**config.mk**
```make
export PLATFORM = sky130hd
export DESIGN_NAME = egress_tx
export DESIGN_NICKNAME = d
export VERILOG_FILES = /design/src/rtl/router_pkg.sv /design/src/rtl/egress_fifo.sv /design/src/rtl/egress_tx.sv
export SDC_FILE = /design/constraint.sdc
export NUM_CORES = 2
export LEC_CHECK = 0
export CORE_ASPECT_RATIO = 0.75
export CORE_MARGIN = 4
export CORE_UTILIZATION = 45
export CTS_CLUSTER_DIAMETER = 100
export DETAILED_ROUTE_END_ITERATION = 10
export PLACE_DENSITY_LB_ADDON = 0.08
export RECOVER_POWER = 50
export SETUP_SLACK_MARGIN = 0.02
export SLEW_MARGIN = 20
export SYNTH_ARGS = -nofsm -noshare
export SYNTH_HDL_FRONTEND = slang
export SYNTH_HIERARCHICAL = 1
export SYNTH_SLANG_ARGS = --single-unit
```
**constraint.sdc**
```tcl
create_clock -name clk -period 33.9 [get_ports clk]
set_input_delay 3.39 -clock clk [delete_from_list [all_inputs] [get_ports clk]]
set_output_delay 3.39 -clock clk [all_outputs]
set_load 0.1 [all_outputs]
```
**src/rtl/router_pkg.sv**
```systemverilog
// Shared router definitions: datapath widths, egress FSM encoding and
// small helpers used by the egress/ingress blocks.
package router_pkg;

   localparam int AURORA_WIDTH  = 256;
   localparam int ROUTER_WIDTH  = 256;
   localparam int NUM_OUT_PORTS = 3;

   typedef enum logic [1:0] {
      EG_IDLE  = 2'b00,
      EG_FETCH = 2'b01,
      EG_SEND  = 2'b10
   } egress_state_t;

   function automatic logic [7:0] sat_inc8(input logic [7:0] v);
      return (v == 8'hFF) ? v : v + 8'd1;
   endfunction

   function automatic logic [15:0] wrap_inc16(input logic [15:0] v);
      return v + 16'd1;
   endfunction

endpackage

```
**src/rtl/egress_fifo.sv**
```systemverilog
// Egress packet buffer: circular storage with registered occupancy count.
// Flags are decoded from the count register only, never from same-edge traffic.
module egress_fifo #(
   parameter int WIDTH        = 256,
   parameter int DEPTH        = 8,
   parameter int AFULL_MARGIN = 2,
   localparam int PTR_W       = $clog2(DEPTH),
   localparam int CNT_W       = PTR_W + 1
) (
   input  logic             clk,
   input  logic             rst_n,
   input  logic             wr_req,
   input  logic [WIDTH-1:0] wr_data,
   input  logic             rd_en,
   output logic [WIDTH-1:0] rd_data,
   output logic [CNT_W-1:0] count,
   output logic             empty,
   output logic             full,
   output logic             almost_full,
   output logic             wr_drop
);

   localparam logic [CNT_W-1:0] FULL_LVL  = CNT_W'(DEPTH);
   localparam logic [CNT_W-1:0] AFULL_LVL = CNT_W'(DEPTH - AFULL_MARGIN);

   logic [WIDTH-1:0] mem [DEPTH];
   logic [PTR_W-1:0] wr_ptr;
   logic [PTR_W-1:0] rd_ptr;
   logic             wr_en;
   logic             rd_ok;

   assign full        = (count == FULL_LVL);
   assign almost_full = (count >= AFULL_LVL);
   assign empty       = (count == '0);

   // A pop on the same edge does not free a slot for a write while full.
   assign wr_en   = wr_req & ~full;
   assign wr_drop = wr_req & full;
   assign rd_ok   = rd_en & ~empty;
   assign rd_data = mem[rd_ptr];

   always_ff @(posedge clk) begin
      if (wr_en) begin
         mem[wr_ptr] <= wr_data;
      end
   end

   always_ff @(posedge clk or negedge rst_n) begin
      if (!rst_n) begin
         wr_ptr <= '0;
         rd_ptr <= '0;
         count  <= '0;
      end else begin
         if (wr_en) begin
            wr_ptr <= wr_ptr + PTR_W'(1);
         end
         if (rd_ok) begin
            rd_ptr <= rd_ptr + PTR_W'(1);
         end
         unique case ({wr_en, rd_ok})
            2'b10:   count <= count + CNT_W'(1);
            2'b01:   count <= count - CNT_W'(1);
            default: count <= count;
         endcase
      end
   end

endmodule

```
**src/rtl/egress_tx.sv**
```systemverilog
// Switch output port to Aurora AXI4-Stream TX bridge: single-beat packets
// drained from an egress buffer, with drop and sent-packet counters.
//
// state    | meaning
// EG_IDLE  | no packet in flight; tx_tdata forced to 0
// EG_FETCH | popping the buffer head into tx_tdata
// EG_SEND  | tx_tvalid high, waiting for tx_tready
module egress_tx #(
   parameter int AURORA_WIDTH = router_pkg::AURORA_WIDTH,
   parameter int FIFO_DEPTH   = 8,
   parameter int AFULL_MARGIN = 2
) (
   input  logic                      clk,
   input  logic                      rst_n,
   input  logic                      we_in,
   input  logic [AURORA_WIDTH-1:0]   data_in,
   output logic                      full,
   output logic                      almost_full,
   input  logic                      channel_up,
   output logic [AURORA_WIDTH-1:0]   tx_tdata,
   output logic                      tx_tvalid,
   input  logic                      tx_tready,
   output logic                      tx_tlast,
   output logic [AURORA_WIDTH/8-1:0] tx_tkeep,
   output logic [7:0]                overflow_cnt,
   output logic [15:0]               tx_pkt_cnt
);

   import router_pkg::*;

   localparam int CNT_W = $clog2(FIFO_DEPTH) + 1;

   egress_state_t             state;
   logic [AURORA_WIDTH-1:0]   fifo_rd_data;
   logic [CNT_W-1:0]          fifo_count;
   logic                      fifo_empty;
   logic                      fifo_drop;
   logic                      fifo_pop;

   egress_fifo #(
      .WIDTH        (AURORA_WIDTH),
      .DEPTH        (FIFO_DEPTH),
      .AFULL_MARGIN (AFULL_MARGIN)
   ) u_fifo (
      .clk         (clk),
      .rst_n       (rst_n),
      .wr_req      (we_in),
      .wr_data     (data_in),
      .rd_en       (fifo_pop),
      .rd_data     (fifo_rd_data),
      .count       (fifo_count),
      .empty       (fifo_empty),
      .full        (full),
      .almost_full (almost_full),
      .wr_drop     (fifo_drop)
   );

   // FETCH is only entered with a non-empty buffer, so the pop always succeeds.
   assign fifo_pop = (state == EG_FETCH);
   assign tx_tlast = tx_tvalid;
   assign tx_tkeep = '1;

   always_ff @(posedge clk or negedge rst_n) begin
      if (!rst_n) begin
         state      <= EG_IDLE;
         tx_tdata   <= '0;
         tx_tvalid  <= 1'b0;
         tx_pkt_cnt <= '0;
      end else begin
         unique case (state)
            EG_IDLE: begin
               tx_tdata  <= '0;
               tx_tvalid <= 1'b0;
               if (channel_up && !fifo_empty) begin
                  state <= EG_FETCH;
               end
            end
            EG_FETCH: begin
               tx_tdata  <= fifo_rd_data;
               tx_tvalid <= 1'b1;
               state     <= EG_SEND;
            end
            EG_SEND: begin
               // Link loss only gates the next fetch; the offered beat stays up.
               if (tx_tready) begin
                  tx_tvalid  <= 1'b0;
                  tx_pkt_cnt <= wrap_inc16(tx_pkt_cnt);
                  if (channel_up && !fifo_empty) begin
                     state <= EG_FETCH;
                  end else begin
                     state    <= EG_IDLE;
                     tx_tdata <= '0;
                  end
               end
            end
            default: begin
               state     <= EG_IDLE;
               tx_tdata  <= '0;
               tx_tvalid <= 1'b0;
            end
         endcase
      end
   end

   always_ff @(posedge clk or negedge rst_n) begin
      if (!rst_n) begin
         overflow_cnt <= '0;
      end else if (fifo_drop) begin
         overflow_cnt <= sat_inc8(overflow_cnt);
      end
   end

endmodule

```
Word level (Yosys, flattened, before mapping)
Memory sizes are Yosys's and may differ from the RTL's.
Index checks and enable logic that the tools add are counted.
W data, S select, Z words.
{"block": "totals", "ff_bits": 293, "ramBits": 2048, "inputBits": 261, "output_inout_bits": 316, "wordCells": 52, "mem_count": 1}
{"name": "u_fifo.mem", "words": 8, "width": 256, "read_ports": 1, "rd_clocked_by_memory_dff": 0, "wr": 1, "line_no": "egress_fifo.sv:26", "text": "logic [WIDTH-1:0] mem [DEPTH];"}
{"block": "op_classes", "n_addsub": 6, "order_cmp": 1, "eq_ne": 9, "n_mux": 12, "bitwise_logic": 6, "n_reduce_logical": 9}
{"cell": "$mux W256", "count": 2}
{"cell": "$pmux W256 S2", "count": 1}
{"cell": "$add A16 B1 Y16 const B", "count": 1}
{"cell": "$add A8 B1 Y8 const B", "count": 1}
{"cell": "$eq A8 B8 Y1 const B", "count": 1}
{"cell": "$pmux W4 S2", "count": 1}
{"cell": "$reduce_and A2 Y1", "count": 4}
{"cell": "$add A3 B1 Y3 const B", "count": 2}
{"cell": "$ne A2 B2 Y1 const B", "count": 3}
{"cell": "$pmux W2 S3", "count": 1}
{"cell": "$add A4 B1 Y4 const B", "count": 1}
{"cell": "$eq A2 B1 Y1 const B", "count": 2}
{"cell": "$eq A2 B2 Y1 const B", "count": 2}
{"cell": "$eq A4 B4 Y1 const B", "count": 1}
{"cell": "$ge A4 B3 Y1 const B", "count": 1}
{"cell": "$logic_not A4 Y1", "count": 1}
{"cell": "$mux W1", "count": 4}
{"cell": "$mux W2", "count": 2}
{"cell": "$sub A4 B1 Y4 const B", "count": 1}
{"cell": "$and A1 B1 Y1", "count": 3}
{"cell": "$not A1 Y1", "count": 3}
{"cell": "$logic_not A2 Y1", "count": 1}
{"cell": "$pmux W1 S2", "count": 1}
{"cell": "$reduce_bool A2 Y1", "count": 1}
{"cell": "2 further kinds", "count": 2}

Logic depth before layout (Yosys ltp)
{"block": "depth", "depth_word": 6, "mapped_depth": 10, "depth_no_buf": 9}

Modules after synthesis
Netlist, hierarchy kept.
{"module": "egress_fifo", "instances": 1, "cells_per_inst": 3028, "area_per_inst_um2": 77511.8, "seq_area_each_um2": 61749.2}
{"module": "egress_tx", "instances": 1, "cells_per_inst": 708, "area_per_inst_um2": 10431.3, "seq_area_each_um2": 7081.8}

Worst setup path after synthesis
No wires, ideal clock.
{"block": "synth_path", "path_kind": "input-to-reg", "from": "input we_in", "to": "memory u_fifo.mem[1][0], enable pin", "setup_ns": 1.186, "arrival_ns": 20.746, "t_required_ns": 32.714, "setup_slack_ns": 11.968, "path_stages": 2, "n_path_buf": 0, "path_cell_list": "nand3_1 -> nor3_1"}
{"block": "synth_between", "elab_chain_len": 3}
{"item": "from (decl)", "line_no": "egress_tx.sv:15", "text": "input logic we_in,"}
{"item": "$and A1 B1 Y1", "line_no": "egress_fifo.sv:37", "text": "assign wr_en = wr_req & ~full;"}
{"item": "$mux W1", "line_no": "egress_fifo.sv:43", "text": "if (wr_en) begin"}
{"item": "$mux W1 (not written as such)", "line_no": "egress_fifo.sv:44", "text": "mem[wr_ptr] <= wr_data;"}
{"item": "to (decl)", "line_no": "egress_fifo.sv:26"}
No other way between the ends.

Worst setup path after layout
{"block": "layout_path", "from": "input we_in", "to": "memory u_fifo.mem[6][125], enable pin"}
Same word-level chain as after synthesis.

==> metrics.md <==
| Metric | Value |
|---|---|
| Die W | 518 um |
| Synth top cells by count | edfxtp_1 (2048), mux4_2 (512), dfrtp_1 (293) |
| Synthesized area per cell | 23.5 um2 |
| Resized cells post-CTS | 0 |
| Failing checks | capacitance limit, slew limit |
| Status | finished, violations left |
| Crit Reg-Reg Startpoint | u_fifo/count[3] |
| Pre-CTS WS | 26.15 ns |
| Post-detail-place hpwl | 109 mm |
| Final WS setup | 22.18 ns |
| Total GRT Usage | 0.198 |
| Setup Skew | 0.0450 ns |
| Startpoint Class | input pin |
| CTS tree | built |
| Detailed Route Iter0 Violations | 2938 |
| Wire length per cell | 28.1 um |
| Min-delay worst type | flip-flop to flip-flop |
| Crit Path Class | input pin to flip-flop |
| DR vias/cell | 5.59 |
| RSZ-0062 raised after global routing | false |
| Max clock buf depth | 3 |
| Crit path launch | we_in |
| Tmin final | 11.72 ns |
| Fin util | 0.532 |
| Fin crit share | 0.346 |
| Min-delay src | tx_tdata[142] |
| Most frequent cell after synthesis | edfxtp_1 |
| First-pass DRT Iterations | 5 |
| Synth top area cells | edfxtp_1 (70%), mux4_2 (13%), dfrtp_1 (8.3%) |
| Drt total wl | 201 mm |
| Clock Sinks | 2341 |
| Most used flip-flop cell after synthesis | edfxtp_1 |
| Max Transition Viols Final | 566 |
| Syn Std Cell Area | 87900 um2 |
| GR Overflow Total | 0 |
| Total die area | 203000 um2 |
| Leakage | 34.1 nW |
| Finished Layout Cells | 7154 |
| Ports | 577 |
| Vias in the first global route | 41831 |
| Die Height | 391 um |
| Final Wtd Congestion | 0.722 |
| Drt drc | 0 |
| Root Buffer | clkbuf_16 |
| Power Total | 0.00986 W |
| Fin nets | 4637 |
| Antenna viol nets, final | 0 |
| Area growth, synth to finish | 17.5% |
| Worst-path clk slew | 0.06 ns |
| Synth warn | 6 |
| Synth top area share | 0.699 |
| CP Max Fanout | 109 |
| Synth Register Bits | 2341 |
| Core area | 194000 um2 |
| Max Freq | 85.3 MHz |
| Sequential fraction of the synthesis area | 0.783 |
| Largest stage delay on the critical path | 5.95 ns |
| Initial Util | 0.453 |
| Final hold vios | 0 |
| # setup viols final | 0 |
| Post-synth ARST share | 0.125 |
| Cell variety after synth | 49 |
| Buffer count from post-CTS setup fixing | 0 |
| Pin count of the biggest net entering global routing | 138 |
| Worst Tran Pin Value | 8.60 ns |
| Max Cap Viol | 11 |
| Antenna violations before repair | 116 |
| Final TNS setup | 0 ns |
| Fraction of layout cells with a size suffix above 1 | 0.259 |
| Yosys top cell by area | edfxtp_1 |
| Worst-Skew Late Latency | 0.83 ns |
| FP Rows | 140 |
| Buffers added on ports | 544 |
| Slowest cell on the critical path | clkbuf_1 |
| Filler cells | 14820 |
| CTS buffer count | 221 |
| Routed vias | 40016 |
| Crit path DAT | 12.13 ns |
| Max_slew headroom | -4.74 |
| EDFF count, synth | 2048 |
| Maximum VDD drop | 0.0848 mV |
| Placed Instances | 6701 |
| Hold_buf cts | 0 |
| H-tree levels | 4 |
| PwrDens | 95.4 nW/um2 |
| Global-route wire length before repair | 296 mm |
| Synth Instances | 3736 |
| Critical path, cell by cell | dlygate4sd3_1, nand3b_1, nor2_4, clkbuf_1, buf_4 |
| Crit. End Element | flip-flop |
| Worst endpoint required time | 34.31 ns |
kinds of logic after synthesis:
family / Yosys count / share of synthesized area
DFF: 2341 / 0.783
other: 1 / 0.0000426
buffers and inverters: 241 / 0.0170
muxes: 774 / 0.165
AOI/OAI and AO/OA: 276 / 0.0271
adders and majority gates: 8 / 0.00122
and+or+nand+nor: 72 / 0.00498
xor gates and xnor gates: 23 / 0.00229
area by class of cell:
type                    instances  area, um2  area share
clock inverters               100       1200      0.0116
multi-input cells            1185      17700       0.172
clock buffers                 323       6250      0.0605
well taps                    2556       3200      0.0309
diodes                         30       75.1    0.000726
repair buffers                611       6000      0.0581
flip-flops and latches       2341      68800       0.666
inverters                       8       31.3    0.000303
path summary, 6_finish.rpt:
kind	end	slack, ns	cells past startpoint
hold reg to reg	tx_tdata[142]	0.49	1
setup reg to reg	u_fifo/mem[6][125]	24.80	5
max in group asynchronous	tx_tdata[49]	23.15	4
setup / recovery	u_fifo/mem[6][125]	22.18	5
min in group asynchronous	tx_tdata[142]	4.23	1
hold / removal	tx_tdata[142]	0.49	1
state kept, by name, summed over array words and instances (netlist names):
| register | cells |
|---|---|
| overflow_cnt | 8 |
| state | 2 |
| tx_pkt_cnt | 16 |
| tx_tdata | 256 |
| tx_tlast | 1 |
| u_fifo/count | 4 |
| u_fifo/mem | 2048 |
| u_fifo/rd_ptr | 3 |
| u_fifo/wr_ptr | 3 |
power breakdown:
part,switching [W],internal [W]
clock network,0.00106,0.00144
logic,0.00221,0.00123
registers,0.000226,0.00368
cells in the final DEF (no fill, tap or decap), drive strengths merged, types with 21 or more instances in the layout:
master	n
edfxtp	2048
mux4	512
clkbuf	332
dfrtp	293
clkdlybuf4s50	278
mux2	261
dlygate4sd3	258
a22o	256
clkinv	69
buf	66
conb	32
diode	30
bufinv	21
per-layer routing:
metal | vias to the layer above | global-route usage | part of all wire | wire length [um]
li1 | 17044 | - | - | -
met1 | 21600 | 0.281 | 0.44 | 88600
met2 | 953 | 0.315 | 0.48 | 96400
met3 | 387 | 0.0468 | 0.054 | 10800
met4 | 32 | 0.0456 | 0.023 | 4650
met5 | - | 0 | 0.00099 | 198
worst max-delay path: cells and delay by family:
family        cells  cell delay (ns)
simple gates      2             0.52
buf+inv           3             8.06
metrics by stage:
step / hold slack [ns] / instance area, um2
floorplan: 0.473 / 88100
global placement: 0.482 / 96000
detailed placement: 0.483 / 95900
CTS: 0.502 / 103000
global route: 0.512 / 103000
finish: 0.495 / 103000
(Power assumes the default switching activity.)
